`src/rtl/gray_pkg.sv`:
```
// Shared helpers for the Gray up/down counter: limit value and binary/Gray conversions.
// Functions work on a 32-bit container; callers zero-extend and truncate to their width.
package gray_pkg;

    localparam int unsigned MAX_WIDTH = 32;

    // All-ones value for a counter of the given width.
    function automatic logic [MAX_WIDTH-1:0] gray_max(input int unsigned width);
        return MAX_WIDTH'((64'(1) << width) - 64'(1));
    endfunction

    function automatic logic [MAX_WIDTH-1:0] bin2gray(input logic [MAX_WIDTH-1:0] b);
        return b ^ (b >> 1);
    endfunction

    function automatic logic [MAX_WIDTH-1:0] gray2bin(input logic [MAX_WIDTH-1:0] g);
        logic [MAX_WIDTH-1:0] b;
        b[MAX_WIDTH-1] = g[MAX_WIDTH-1];
        for (int i = MAX_WIDTH - 2; i >= 0; i--) begin
            b[i] = b[i+1] ^ g[i];
        end
        return b;
    endfunction

endpackage

```
`src/rtl/gray_to_bin_n.sv`:
```
// Combinational Gray-to-binary converter: XOR chain running from the MSB down.
module gray_to_bin_n #(
    parameter int unsigned WIDTH = 4
) (
    input  logic [WIDTH-1:0] gray,
    output logic [WIDTH-1:0] bin
);

    assign bin[WIDTH-1] = gray[WIDTH-1];

    for (genvar i = int'(WIDTH) - 2; i >= 0; i--) begin : g_chain
        assign bin[i] = bin[i+1] ^ gray[i];
    end

endmodule

```
`src/rtl/gray_updown_counter.sv`:
```
// Up/down counter held in binary, published as registered binary and Gray code,
// with binary or Gray parallel load and optional saturation at the ends.
module gray_updown_counter
    import gray_pkg::*;
#(
    parameter int unsigned WIDTH       = 4,
    parameter int unsigned RESET_VALUE = 0,
    parameter bit          SATURATE    = 1'b0
) (
    input  logic             clk,
    input  logic             rst_n,
    input  logic             en,
    input  logic             up,
    input  logic             load,
    input  logic             load_is_gray,
    input  logic [WIDTH-1:0] load_val,
    output logic [WIDTH-1:0] bin_out,
    output logic [WIDTH-1:0] gray_out,
    output logic             wrap,
    output logic             at_limit
);

    localparam logic [WIDTH-1:0] MAX_BIN  = WIDTH'(gray_max(WIDTH));
    localparam logic [WIDTH-1:0] RST_BIN  = WIDTH'(RESET_VALUE);
    localparam logic [WIDTH-1:0] RST_GRAY = WIDTH'(bin2gray(MAX_WIDTH'(RESET_VALUE)));

    logic [WIDTH-1:0] load_bin;
    logic [WIDTH:0]   inc_sum;
    logic [WIDTH:0]   dec_diff;
    logic [WIDTH-1:0] next_bin;
    logic             next_wrap;

    gray_to_bin_n #(.WIDTH(WIDTH)) u_g2b (
        .gray (load_val),
        .bin  (load_bin)
    );

    // Extra top bit carries the carry/borrow that flags a wrap step.
    assign inc_sum  = (WIDTH+1)'(bin_out) + (WIDTH+1)'(1);
    assign dec_diff = (WIDTH+1)'(bin_out) - (WIDTH+1)'(1);

    // Next-state mux: load > count > hold (reset handled in the register).
    always_comb begin
        next_bin  = bin_out;
        next_wrap = 1'b0;
        if (load) begin
            next_bin = load_is_gray ? load_bin : load_val;
        end else if (en) begin
            if (up) begin
                if (inc_sum[WIDTH] && SATURATE) begin
                    next_bin = bin_out;
                end else begin
                    next_bin  = inc_sum[WIDTH-1:0];
                    next_wrap = inc_sum[WIDTH];
                end
            end else begin
                if (dec_diff[WIDTH] && SATURATE) begin
                    next_bin = bin_out;
                end else begin
                    next_bin  = dec_diff[WIDTH-1:0];
                    next_wrap = dec_diff[WIDTH];
                end
            end
        end
    end

    always_ff @(posedge clk) begin
        if (!rst_n) begin
            bin_out  <= RST_BIN;
            gray_out <= RST_GRAY;
            wrap     <= 1'b0;
        end else begin
            bin_out  <= next_bin;
            gray_out <= WIDTH'(bin2gray(MAX_WIDTH'(next_bin)));
            wrap     <= next_wrap;
        end
    end

    assign at_limit = up ? (bin_out == MAX_BIN) : (bin_out == '0);

endmodule

```
`config.mk`:
```
export PLATFORM = sky130hd
export DESIGN_NAME = gray_updown_counter
export DESIGN_NICKNAME = d
export VERILOG_FILES = /design/src/rtl/gray_pkg.sv /design/src/rtl/gray_to_bin_n.sv /design/src/rtl/gray_updown_counter.sv
export SDC_FILE = /design/constraint.sdc
export NUM_CORES = 1
export LEC_CHECK = 0
export ABC_AREA = 0
export BUFFER_PORTS_ARGS = -buffer_cell sky130_fd_sc_hd__buf_2
export CAP_MARGIN = 20
export CORE_AREA = 2 2 39 41
export DETAILED_ROUTE_END_ITERATION = 10
export DIE_AREA = 0 0 41 43
export PLACE_DENSITY = 0.76
export SYNTH_ARGS = -nofsm -noshare
export SYNTH_HDL_FRONTEND = slang
export SYNTH_SLANG_ARGS = --single-unit
```
`constraint.sdc`:
```
create_clock -name clk -period 3.85 [get_ports clk]
set_input_delay 1.155 -clock clk [delete_from_list [all_inputs] [get_ports clk]]
set_output_delay 1.155 -clock clk [all_outputs]
set_load 0.03 [all_outputs]
```
======== Yosys cells after proc, flatten, opt, wreduce, memory -nomap -nowiden ========
Index checks and enable logic that the tools add are counted.
word-level totals
  register bits after elaboration ......... 9
  input port bits ......................... 10
  logic and storage cells ................. 20
cells by class
  add/subtract/negate cells ............... 2
  eq/ne operators ......................... 1
  multiplexer cells ....................... 6
  bitwise operators ....................... 6
  reductions and logical operators ........ 2
operators by type and width
  cell                   count
  $mux W4                3
  $add A4 B1 Y5 const B  1
  $sub A4 B1 Y5 const B  1
  $eq A4 B4 Y1 const B   1
  $logic_not A4 Y1       1
  $xor A4 B3 Y4          1
  $mux W3                1
  $reduce_or A3 Y1       1
  $xor A1 B1 Y1          3
  $mux W1                2
  $not A1 Y1             2

======== Logic depth before layout (Yosys ltp) ========
Gate-level depths: netlist of the first run.
  depth after elaboration ................. 6
  mapped depth ............................ 7
  depth with buffers taken out ............ 7

======== Modules after synthesis ========
A second synthesis of the first run with hierarchy kept.
unflattened totals
  cell total of the unflattened synthesis .. 62
  area total of the unflattened synthesis .. 570.5 um2
modules (own cells, without submodules)
  module               times used  cells an instance  area an instance (um2)
  gray_updown_counter  1           57                 520.5
  gray_to_bin_n        1           5                  50.0

======== Worst setup path after synthesis of the first run ========
Ideal clock, no wire load.
  path type ............................... input-to-output
  start ................................... in up
  end ..................................... out at_limit
  data arrival time ....................... 2,107 ps
  data required time ...................... 2,695 ps
  path slack .............................. 588 ps
  stages .................................. 2
  path buffers ............................ 0
  cell sequence ........................... nand2b_1 o31ai_1
on the way
  word-level cells in the longest chain between the ends .. 1
ends and longest elaborated chain
  what                line                       RTL
  start: declaration  gray_updown_counter.sv:13  input logic up,
  $mux W1             gray_updown_counter.sv:79  assign at_limit = up ? (bin_out == MAX_BIN) : (bin_out == '0);
  end: declaration    gray_updown_counter.sv:20  output logic at_limit
No other way between the ends.

======== Final worst setup path of the first run ========
Same ends and word-level chain as after synthesis.

==> flow_summary.rst, run 1 <==
.. list-table::
   :header-rows: 1

   * - Metric
     - Value
   * - Fraction of registers with async set/reset
     - 0
   * - Number of DRC markers in iteration 0
     - 6
   * - Critical Path End Type
     - output pin
   * - Footprint of the multi-input gates
     - 388 sq um
   * - Drt wl/cell
     - 10.8 um
   * - Most frequent CP cell
     - sky130_fd_sc_hd__buf_2
   * - I/O pins
     - 20
   * - Fraction of layout instances using a drive strength above 1
     - 0.346
   * - Total number of clock tree sinks
     - 8
   * - Total gr overflow
     - 0
   * - Buffers on Ports
     - 19
   * - Core Rows
     - 14
   * - Worst setup skew after layout
     - 0.00147 ns
   * - Ant. Diodes
     - 0
   * - Dominant register cell in the synthesized netlist
     - sky130_fd_sc_hd__dfxtp_1
   * - Die Y-Extent
     - 43 um
   * - Layout Nets
     - 95
   * - Seq. cell area
     - 160 sq um
   * - Post-CTS clock slew at the launch and capture registers of the worst setup and hold paths
     - 0.05 ns
   * - Cell with the largest stage delay on the worst path
     - sky130_fd_sc_hd__o31ai_1
   * - Setup Slack @ Placement
     - 0.695 ns
   * - Tmin final
     - 3.15 ns
   * - Slew Viols, Final
     - 0
   * - Achievable frequency
     - 317 MHz
   * - Number of synthesized flops with an enable pin
     - 0
   * - Worst EP arrival
     - 2.00 ns
   * - Vias per inst
     - 4.80
   * - Worst-Skew Late Latency
     - 0.25 ns
   * - Placer's final routability congestion estimate
     - 0.657
   * - Headroom to the max-slew limit
     - 0.814
   * - Pin count of the biggest net entering global routing
     - 16
   * - Crit-path max FO
     - 6
   * - Synth-to-Final Area Change
     - 22.3%
   * - Number of hold violations in the final report
     - 0
   * - Worst vdd ir
     - 0.163 mV
   * - Leakage power
     - 0.339 nW
   * - Final WL
     - 1.04 mm
   * - Pwr dens
     - 381 mW/mm^2
   * - Number of levels in the clock H-tree
     - 1
   * - Root buf cell
     - sky130_fd_sc_hd__clkbuf_4
   * - Logic pwr share
     - 0.387
   * - Starting utilization of the core area
     - 0.410
   * - Outcome
     - completed
   * - Via count of the first global-routing pass
     - 436
   * - HPWL Detailed
     - 852 um
   * - Die ar.
     - 0.00176 sq mm
   * - Sequential share of power
     - 0.378
   * - Worst path setup slack after routing
     - 0.697 ns
   * - HP Class
     - register to register
   * - Number of register bits inferred by synthesis
     - 8
   * - Buffer count from post-CTS setup fixing
     - 0
   * - Share of total power in the clock network
     - 0.235
   * - Register-to-Register Setup Slack
     - 2.22 ns
   * - Die span in x
     - 41 um
   * - Sequential-to-total area share from yosys stat
     - 0.283
   * - CTS tree
     - done
   * - Number of buffers between clock root and the deepest sink
     - 2
   * - Switching component of the power
     - 0.0000944 W
   * - First-pass GRT wire length
     - 1.68 mm
   * - Remaining antenna violation count after routing
     - 0
   * - Number of warnings issued by yosys
     - 0
   * - Transition time at the pin with the least slew margin
     - 0.274 ns
   * - Worst flop-to-flop path endpoint
     - gray_out[0]
   * - Number of antenna violations at the first check in global routing
     - 0
   * - Type of origin of the critical path
     - input port
   * - Instance count of the mapped netlist
     - 61
   * - Max-cap check violation count
     - 0
   * - Number of distinct library cells after synthesis
     - 25
   * - Unrepaired setup endpoints after global routing
     - false
   * - Final-layout setup total negative slack
     - 0 ns
   * - DRC
     - 0
   * - Count of hold buffers inserted by post-cts repair
     - 0
   * - Inst Count DP
     - 94
   * - Number of cells on the worst reg-to-reg path
     - 6
   * - Global Route Usage Sum
     - 0.138
   * - Origin of the worst min-delay path
     - bin_out[3]
   * - Delay contributed by the slowest stage of the critical path
     - 0.27 ns
   * - Worst setup path category
     - input port to output pin
   * - Total number of vias
     - 466
   * - Avg Inst Size Synth
     - 9.29 sq um
   * - Data required time of the critical path
     - 2.69 ns
   * - Cells traversed along the worst timing path
     - buf_2, nand2b_1, o31ai_1, buf_2
   * - Crit share post-route
     - 0.819
   * - Resized cells post-CTS
     - 0
   * - Filler cells
     - 140
   * - RR Startpoint
     - bin_out[0]
   * - Hold path depth
     - 2
   * - Net switching fraction of the power
     - 0.358
   * - Core Region
     - 0.00138 sq mm
   * - Count of TritonRoute iterations in the first routing pass
     - 3
   * - Worst Hold Endpoint
     - bin_out[3]
   * - Mapped cell area
     - 567 sq um
   * - Post-Layout Cell Count
     - 97
   * - Net count after synthesis
     - 73
   * - TritonCTS buffer count
     - 3
   * - Count of endpoints failing setup in the final report
     - 0
   * - Internal power consumption
     - 0.000170 W
## critical path: cells and delay by family
family	cells	cell delay [ns]
AOI/OAI and AO/OA	1	0.27
buffers and inverters	2	0.40
and+or+nand+nor	1	0.18
## metrics by stage
step / total power (W) / cell area, sq um / utilization / hold WS, ns
after floorplan: 0.000177 / 567 / - / 0.812
after global placement: 0.000201 / 671 / 0.485 / 0.713
after detailed placement: 0.000204 / 671 / 0.485 / 0.726
after CTS: 0.000266 / 693 / 0.501 / 0.742
after global routing: 0.000282 / 693 / 0.501 / 0.769
final: 0.000264 / 693 / 0.501 / 0.726
## power groups by stage
stage               sequential, W  clock (W)  combinational (W)
detailed placement       0.000102          0           0.000103
finish                  0.0000998  0.0000621           0.000102
global route             0.000101  0.0000688           0.000113
global placement         0.000101          0           0.000100
floorplan                0.000118          0          0.0000584
CTS                     0.0000997  0.0000627           0.000104
## kinds of logic after synthesis
logic type / count (synthesis) / share of synthesized area
AO/OA/AOI/OAI: 11 / 0.155
XOR/XNOR: 15 / 0.258
adder cells (fa/ha/maj): 2 / 0.0441
buffers and inverters: 4 / 0.0331
flip-flops: 8 / 0.283
multiplexers: 1 / 0.0243
AND/OR/NAND/NOR: 20 / 0.203
## area by class of cell
cell class                      instances  share of cell area
Inverter                                2              0.0108
Multi-Input combinational cell         49               0.560
Tap cell                               16              0.0289
Timing Repair Buffer                   19               0.137
Sequential cell                         8               0.231
Clock buffer                            3              0.0325
## per-layer routing
metal / vias up / global-route usage / routed length, um
met5: - / 0 / 0
met3: 2 / 0.0157 / 58
met2: 18 / 0.209 / 515
li1: 247 / - / -
met1: 199 / 0.180 / 459
met4: 0 / 0.0800 / 10
## cell usage in the layout, fill, tap and decap left out, drive strengths merged
master and instances:
buf 19, xor2 5, nand4 1, clkbuf 3
and2 1, dfxtp 8, xnor2 10, nand2 8
o31ai 1, nand2b 2, and4b 1, nor2 1
o211a 4, o21ai 3, nor4 1, and4 1
a21oi 2, nor2b 4, mux2i 1, inv 2
ha 2, a21boi 1
## sequential cells by signal, indices dropped and copies added (netlist names)
register and cells:
bin_out 4, wrap 1, gray_out 3
## how the worst max path moves through the flow
| stage | cells past startpoint | end | from | slack (ns) |
|---|---|---|---|---|
| after CTS | 4 | at_limit | up | 0.69 |
| after floorplan | 2 | at_limit | up | 0.59 |
| after detailed placement | 4 | at_limit | up | 0.69 |
| final | 4 | at_limit | up | 0.70 |
| after global routing | 4 | at_limit | up | 0.64 |
| after global placement | 4 | at_limit | up | 0.77 |
## Yosys cell counts (2+ instances only)
| cell type | n | share of area |
|---|---|---|
| sky130_fd_sc_hd__dfxtp_1 | 8 | 0.28 |
| sky130_fd_sc_hd__nand2_1 | 8 | 0.053 |
| sky130_fd_sc_hd__xnor2_1 | 8 | 0.12 |
| sky130_fd_sc_hd__xor2_1 | 5 | 0.077 |
| sky130_fd_sc_hd__nor2b_1 | 4 | 0.044 |
| sky130_fd_sc_hd__o211a_1 | 4 | 0.071 |
| sky130_fd_sc_hd__a21oi_1 | 2 | 0.018 |
| sky130_fd_sc_hd__ha_1 | 2 | 0.044 |
| sky130_fd_sc_hd__inv_1 | 2 | 0.013 |
| sky130_fd_sc_hd__nand2b_1 | 2 | 0.022 |
| sky130_fd_sc_hd__xnor2_2 | 2 | 0.057 |
No activity file was read; power rests on OpenSTA's default activity.
==> run 2, diff against run 1 <==
ABC_AREA = 1   (was 0)
CORE_AREA = default   (was 2 2 39 41)
CORE_MARGIN = 1   (was default)
CORE_UTILIZATION = 42   (was default)
DIE_AREA = default   (was 0 0 41 43)
PLACE_DENSITY = 0.78   (was 0.76)
clock period = 2.7 ns   (was 3.85 ns; I/O delays follow)
==> run 2 against run 1 <==
Count of clock-buffer cells in the layout unchanged. Clock skew up 0.0062 ns. Power up 34%. Combinational power up 23%. Largest cell class unchanged. Cell area up 0.72%. Die area down 14%.
==> flow_summary.rst, run 2 <==
.. list-table::
   :header-rows: 1

   * - Metric
     - Value
   * - Outcome
     - completed
   * - Worst-Skew Late Latency
     - 0.25 ns
   * - Number of synthesized flops with an enable pin
     - 0
   * - Number of antenna violations at the first check in global routing
     - 0
   * - Yosys top cell by area
     - sky130_fd_sc_hd__dfxtp_1
   * - Total gr overflow
     - 0
   * - Die Y-Extent
     - 38.9 um
   * - Number of register bits inferred by synthesis
     - 8
   * - DRC
     - 0
   * - Global-route track usage on met2
     - 0.342
   * - Top cell family by delay on the critical path
     - buffers and inverters
   * - Unrepaired setup endpoints after global routing
     - false
   * - First-pass GRT wire length
     - 1.98 mm
   * - Pwr dens
     - 509 mW/mm^2
   * - Dominant register cell in the synthesized netlist
     - sky130_fd_sc_hd__dfxtp_1
   * - Filler cells
     - 115
   * - Worst flop-to-flop path endpoint
     - gray_out[1]
   * - Via count of the first global-routing pass
     - 533
   * - Tmin final
     - 2.17 ns
   * - Leading cell types by total area after synthesis
     - sky130_fd_sc_hd__dfxtp_1 28%, sky130_fd_sc_hd__nand2_1 14%, sky130_fd_sc_hd__inv_1 7.9%, sky130_fd_sc_hd__nand3_1 7.0%, sky130_fd_sc_hd__nor2_1 5.9%
   * - HP Class
     - register to register
   * - Number of hold violations in the final report
     - 0
   * - Register containing the most flip-flops in the final layout
     - bin_out
   * - Commonest non-fill, non-tap cells in the layout
     - 21 x sky130_fd_sc_hd__nand2_1, 19 x sky130_fd_sc_hd__buf_2, 12 x sky130_fd_sc_hd__inv_1
   * - Die ar.
     - 0.00151 sq mm
   * - Instance count of the mapped netlist
     - 87
   * - Global-route track usage on met3
     - 0.0347
   * - Path length in cells of the critical path
     - 5
   * - Core Rows
     - 12
   * - Global Route Usage Sum
     - 0.194
   * - Number of levels in the clock H-tree
     - 1
   * - Fraction of synthesized cell area taken by the top area cell type
     - 0.281
   * - Max-cap check violation count
     - 0
   * - Footprint of the multi-input gates
     - 347 sq um
   * - Transition time at the pin with the least slew margin
     - 0.378 ns
   * - Number of buffers between clock root and the deepest sink
     - 2
   * - Placer's final routability congestion estimate
     - 0.905
   * - Fraction of registers with async set/reset
     - 0
   * - Resized cells post-CTS
     - 0
   * - Fraction of layout instances using a drive strength above 1
     - 0.324
   * - Number of warnings issued by yosys
     - 0
   * - Pin count of the biggest net entering global routing
     - 8
   * - Cell with the largest stage delay on the worst path
     - sky130_fd_sc_hd__buf_2
   * - Sequential-to-total area share from yosys stat
     - 0.281
   * - Critical Path Sink
     - at_limit
   * - Drt wl/cell
     - 9.73 um
   * - Net count after synthesis
     - 99
   * - Number of DRC markers in iteration 0
     - 15
   * - Critical Path End Type
     - output pin
   * - Die span in x
     - 38.9 um
   * - Count of endpoints failing setup in the final report
     - 0
   * - Mapped cell area
     - 571 sq um
   * - Headroom to the max-slew limit
     - 0.748
   * - Delay contributed by the slowest stage of the critical path
     - 0.19 ns
   * - Count of TritonRoute iterations in the first routing pass
     - 4
   * - Slew Viols, Final
     - 0
   * - Final hold slack
     - 0.634 ns
   * - Core Region
     - 0.00119 sq mm
   * - Worst EP arrival
     - 1.36 ns
   * - Achievable frequency
     - 461 MHz
   * - Synth-to-Final Area Change
     - 22.4%
   * - Origin of the worst min-delay path
     - bin_out[3]
   * - Worst setup skew after layout
     - 0.00765 ns
   * - Most congested layer reported by global routing
     - met2
   * - Leading cell type by number of instances after synthesis
     - sky130_fd_sc_hd__nand2_1
   * - Buffer count from post-CTS setup fixing
     - 0
   * - Count of buffering cells on the critical path with inverters included
     - 3
   * - Most frequent cells after synthesis
     - 21 x sky130_fd_sc_hd__nand2_1, 12 x sky130_fd_sc_hd__inv_1, 9 x sky130_fd_sc_hd__nor2_1, 8 x sky130_fd_sc_hd__dfxtp_1, 8 x sky130_fd_sc_hd__nand3_1
   * - Avg Inst Size Synth
     - 6.56 sq um
   * - Number of distinct library cells after synthesis
     - 19
   * - HPWL Detailed
     - 965 um
   * - Vias per inst
     - 4.98
   * - Seq. cell area
     - 160 sq um
   * - Number of cells on the worst reg-to-reg path
     - 11
   * - Biggest regs
     - bin_out: 4 flops, gray_out: 3 flops, wrap: 1 flops
   * - Final-layout setup total negative slack
     - 0 ns
   * - Crit share post-route
     - 0.803
   * - Count of hold buffers inserted by post-cts repair
     - 0
   * - I/O pins
     - 20
   * - Post-CTS clock slew at the launch and capture registers of the worst setup and hold paths
     - 0.06 ns
   * - Buffers on Ports
     - 19
   * - Total number of clock tree sinks
     - 8
   * - Worst vdd ir
     - 0.298 mV
   * - Type of origin of the critical path
     - input port
   * - Remaining antenna violation count after routing
     - 0
   * - TritonCTS buffer count
     - 3
   * - Worst setup path category
     - input port to output pin
   * - Most frequent CP cell
     - sky130_fd_sc_hd__buf_2
   * - Ant. Diodes
     - 0
   * - Start point of the critical path
     - up
   * - Final core occ
     - 0.589
   * - Cells traversed along the worst timing path
     - buf_2, inv_2, nand3_1, nand2_1, buf_2
   * - Commonest non-fill, non-tap cell in the layout
     - sky130_fd_sc_hd__nand2_1
   * - Total number of vias
     - 607
   * - RR Startpoint
     - bin_out[0]
   * - Starting utilization of the core area
     - 0.481
   * - Data required time of the critical path
     - 1.89 ns
   * - CTS tree
     - done
   * - Layout Nets
     - 122
   * - Sum of internal, switching and leakage power
     - 0.000355 W
   * - Crit-path max FO
     - 6
   * - Root buf cell
     - sky130_fd_sc_hd__clkbuf_4
   * - Final WL
     - 1.19 mm
   * - Leakage power
     - 0.399 nW
   * - Global routing usage on met1
     - 0.227
   * - Register-to-Register Setup Slack
     - 1.13 ns
   * - Flip-flop count of the largest register after layout
     - 4
run 2: worst min path at each step:
stage,end,cells past startpoint
2_1_floorplan,wrap,2
3_3_place_gp,wrap,2
3_5_place_dp,wrap,2
4_1_cts,wrap,2
5_1_grt,wrap,2
6_report,wrap,2
run 2: routing by layer:
| layer | vias up | routed length [um] |
|---|---|---|
| met5 | - | 0 |
| met4 | 0 | 17 |
| met3 | 2 | 36 |
| met2 | 11 | 567 |
| met1 | 271 | 566 |
| li1 | 323 | - |
run 2: cell type report:
type,instances,share of cell area
clock buffer,3,0.0323
multi-input combinational,63,0.496
tap,14,0.0251
sequential,8,0.229
inverter,15,0.0806
timing repair buffer,19,0.136
run 2: worst reg2reg max path, stage by stage (launching register included):
cell,delay (ns)
sky130_fd_sc_hd__dfxtp_1,0.42
sky130_fd_sc_hd__inv_1,0.10
sky130_fd_sc_hd__ha_1,0.31
sky130_fd_sc_hd__inv_1,0.04
sky130_fd_sc_hd__nand2_1,0.05
sky130_fd_sc_hd__nand3_1,0.07
sky130_fd_sc_hd__nand2_1,0.06
sky130_fd_sc_hd__a21boi_4,0.21
sky130_fd_sc_hd__nand2_2,0.07
sky130_fd_sc_hd__o21ai_1,0.08
sky130_fd_sc_hd__nand2_1,0.06
sky130_fd_sc_hd__inv_1,0.05
run 2: report_power, final:
group / internal (W) / leakage, nW / switching (W)
Sequential: 0.000130 / 0.0664 / 0.00000947
Clock: 0.0000508 / 0.0138 / 0.0000403
Combinational: 0.0000437 / 0.318 / 0.0000813
Total: 0.000224 / 0.399 / 0.000131
run 2: logic make-up (layout without fill, tap and decap cells):
kind of cell | after synthesis | after routing | synth area share
AND/OR/NAND/NOR | 50 | 50 | 0.423
buffers and inverters | 16 | 37 | 0.112
AO/OA/AOI/OAI | 11 | 11 | 0.140
flip-flops | 8 | 8 | 0.281
adder cells (fa/ha/maj) | 2 | 2 | 0.0439
run 2: metrics by stage:
step / cells / setup slack, ns / area [sq um]
finish: 122 / 0.532 / 698
floorplan: 87 / 0.732 / 571
detailed placement: 119 / 0.537 / 676
CTS: 122 / 0.536 / 698
global placement: 119 / 0.560 / 676
global route: 122 / 0.483 / 698
==> run 3, diff against run 2 <==
clock period = 1.7 ns   (was 2.7 ns; I/O delays follow)
==> run 3 against run 2 <==
Die area unchanged. Sequential power increased by 58%. Via count rose by 3.8%. Global-route usage decreased by 0.48 points. First-iteration DRC count down 27%. Cell count rose by 1.6%. Core utilization increased by 3.5 points. Largest power group unchanged.
==> flow_summary.rst, run 3 (synthesized netlist as in run 2, its figures left out) <==
.. list-table::
   :header-rows: 1

   * - Metric
     - Value
   * - Layout Nets
     - 124
   * - Biggest regs
     - bin_out: 4 flops, gray_out: 3 flops, wrap: 1 flops
   * - Synth-to-Final Area Change
     - 29.6%
   * - Max-cap check violation count
     - 0
   * - Count of hold buffers inserted by post-cts repair
     - 0
   * - Top cell family by delay on the critical path
     - flip-flops
   * - Data required time of the critical path
     - 1.19 ns
   * - Die span in x
     - 38.9 um
   * - Count of buffering cells on the critical path with inverters included
     - 1
   * - Remaining antenna violation count after routing
     - 0
   * - Cell with the largest stage delay on the worst path
     - sky130_fd_sc_hd__dfxtp_4
   * - Commonest non-fill, non-tap cells in the layout
     - 20 x sky130_fd_sc_hd__nand2_1, 18 x sky130_fd_sc_hd__buf_2, 11 x sky130_fd_sc_hd__inv_1
   * - Switching component of the power
     - 0.000208 W
   * - Total number of clock tree sinks
     - 8
   * - HPWL Detailed
     - 956 um
   * - Achievable frequency
     - 604 MHz
   * - CTS tree
     - done
   * - Worst setup skew after layout
     - 0.00882 ns
   * - Register containing the most flip-flops in the final layout
     - bin_out
   * - Outcome
     - completed
   * - Via count of the first global-routing pass
     - 508
   * - Worst vdd ir
     - 0.500 mV
   * - Number of antenna violations at the first check in global routing
     - 0
   * - Sequential share of power
     - 0.384
   * - Pwr dens
     - 776 mW/mm^2
   * - Final-layout setup total negative slack
     - 0 ns
   * - Root buf cell
     - sky130_fd_sc_hd__clkbuf_4
   * - Core Rows
     - 12
   * - Number of buffers between clock root and the deepest sink
     - 2
   * - Critical Path End Type
     - output pin
   * - Worst setup path category
     - register to output pin
   * - Delay contributed by the slowest stage of the critical path
     - 0.37 ns
   * - Vias per inst
     - 5.08
   * - Total number of vias
     - 630
   * - First-pass GRT wire length
     - 1.97 mm
   * - Transition time at the pin with the least slew margin
     - 0.365 ns
   * - Number of DRC markers in iteration 0
     - 11
   * - Flip-flop count of the largest register after layout
     - 4
   * - Final non-filler cell area
     - 739 sq um
   * - Area of placed instances
     - 676 sq um
   * - Net switching fraction of the power
     - 0.363
   * - Worst path setup slack after routing
     - 0.0436 ns
   * - Post-CTS clock slew at the launch and capture registers of the worst setup and hold paths
     - 0.05 ns
   * - Type of origin of the critical path
     - register
   * - Filler cells
     - 95
   * - Buffers on Ports
     - 19
   * - Slew Viols, Final
     - 0
   * - Core Region
     - 0.00119 sq mm
   * - Final WL
     - 1.27 mm
   * - Placer's final routability congestion estimate
     - 0.920
   * - Seq. cell area
     - 168 sq um
   * - Footprint of the multi-input gates
     - 359 sq um
   * - HP Class
     - input port to register
   * - Tmin final
     - 1.66 ns
   * - Number of levels in the clock H-tree
     - 1
   * - I/O pins
     - 20
   * - Total gr overflow
     - 0
   * - DRC
     - 0
   * - Unrepaired setup endpoints after global routing
     - false
   * - Crit share post-route
     - 0.974
   * - Pin count of the biggest net entering global routing
     - 8
   * - Crit-path max FO
     - 6
   * - Headroom to the max-slew limit
     - 0.756
   * - TritonCTS buffer count
     - 3
   * - Die ar.
     - 0.00151 sq mm
   * - Die Y-Extent
     - 38.9 um
   * - Global Route Usage Sum
     - 0.189
   * - Logic pwr share
     - 0.377
   * - Final core occ
     - 0.623
   * - Commonest non-fill, non-tap cell in the layout
     - sky130_fd_sc_hd__nand2_1
   * - Starting utilization of the core area
     - 0.481
   * - Fraction of layout instances using a drive strength above 1
     - 0.400
   * - Leakage power
     - 0.408 nW
   * - Share of total power in the clock network
     - 0.239
   * - Worst EP arrival
     - 1.15 ns
   * - Internal power consumption
     - 0.000366 W
   * - Drt wl/cell
     - 10.3 um
   * - Setup Slack @ Placement
     - 0.136 ns
   * - Number of hold violations in the final report
     - 0
   * - Count of endpoints failing setup in the final report
     - 0
   * - Cells traversed along the worst timing path
     - ha_2, nand4_1, nand2_2, buf_6
   * - Count of TritonRoute iterations in the first routing pass
     - 4
   * - Ant. Diodes
     - 0
   * - Worst-Skew Late Latency
     - 0.25 ns
run 3: changes by cell type in the layout (fill, tap and decap cells not counted), sizes merged:
cell  delta
buf      +2
run 3: what timing repair did:
item,in CTS,in global routing
pin swaps,0,1
cloned,0,0
buffers inserted,2,0
resized for setup,4,7
endpoints found under the setup margin,1,1
hold endpoints to repair,0,0
run 3: worst min-delay path, stage by stage:
cell	delay (ns)
sky130_fd_sc_hd__buf_2	0.12
sky130_fd_sc_hd__nand2_1	0.06
sky130_fd_sc_hd__nor2_1	0.03
run 3: layout make-up:
class                   instances  share of cell area
inverters                      15              0.0761
repair buffers                 21               0.157
multi-input cells              63               0.486
well taps                      14              0.0237
flip-flops and latches          8               0.227
clock buffers                   3              0.0305
run 3: stage by stage:
step,power (W),hold slack [ns],cells
4_1_cts,0.000573,0.512,124
3_5_place_dp,0.000423,0.629,119
3_3_place_gp,0.000420,0.605,119
5_1_grt,0.000612,0.526,124
6_report,0.000574,0.523,124
2_1_floorplan,0.000368,0.592,87
run 3: final timing paths:
path / start / endpoint / slack (ns) / cells after the start
worst max-delay path: bin_out[1] / at_limit / 0.04 / 4
worst min-delay path: rst_n / gray_out[0] / 0.52 / 3
worst max register to register: bin_out[1] / gray_out[1] / 0.21 / 11
worst min register to register: bin_out[3] / wrap / 0.65 / 2
run 3: metal layers:
metal	vias to the layer above	global-route usage	wire length, um
li1	330	-	-
met1	277	0.220	588
met2	21	0.346	622
met3	2	0.0520	60
met4	0	0.0259	4
met5	-	0	0
run 3: power by group through the flow:
stage          sequential, W  clock, W  combinational (W)
2_1_floorplan       0.000258         0           0.000110
3_3_place_gp        0.000224         0           0.000197
3_5_place_dp        0.000225         0           0.000198
4_1_cts             0.000220  0.000145           0.000208
5_1_grt             0.000222  0.000153           0.000237
6_report            0.000220  0.000137           0.000216
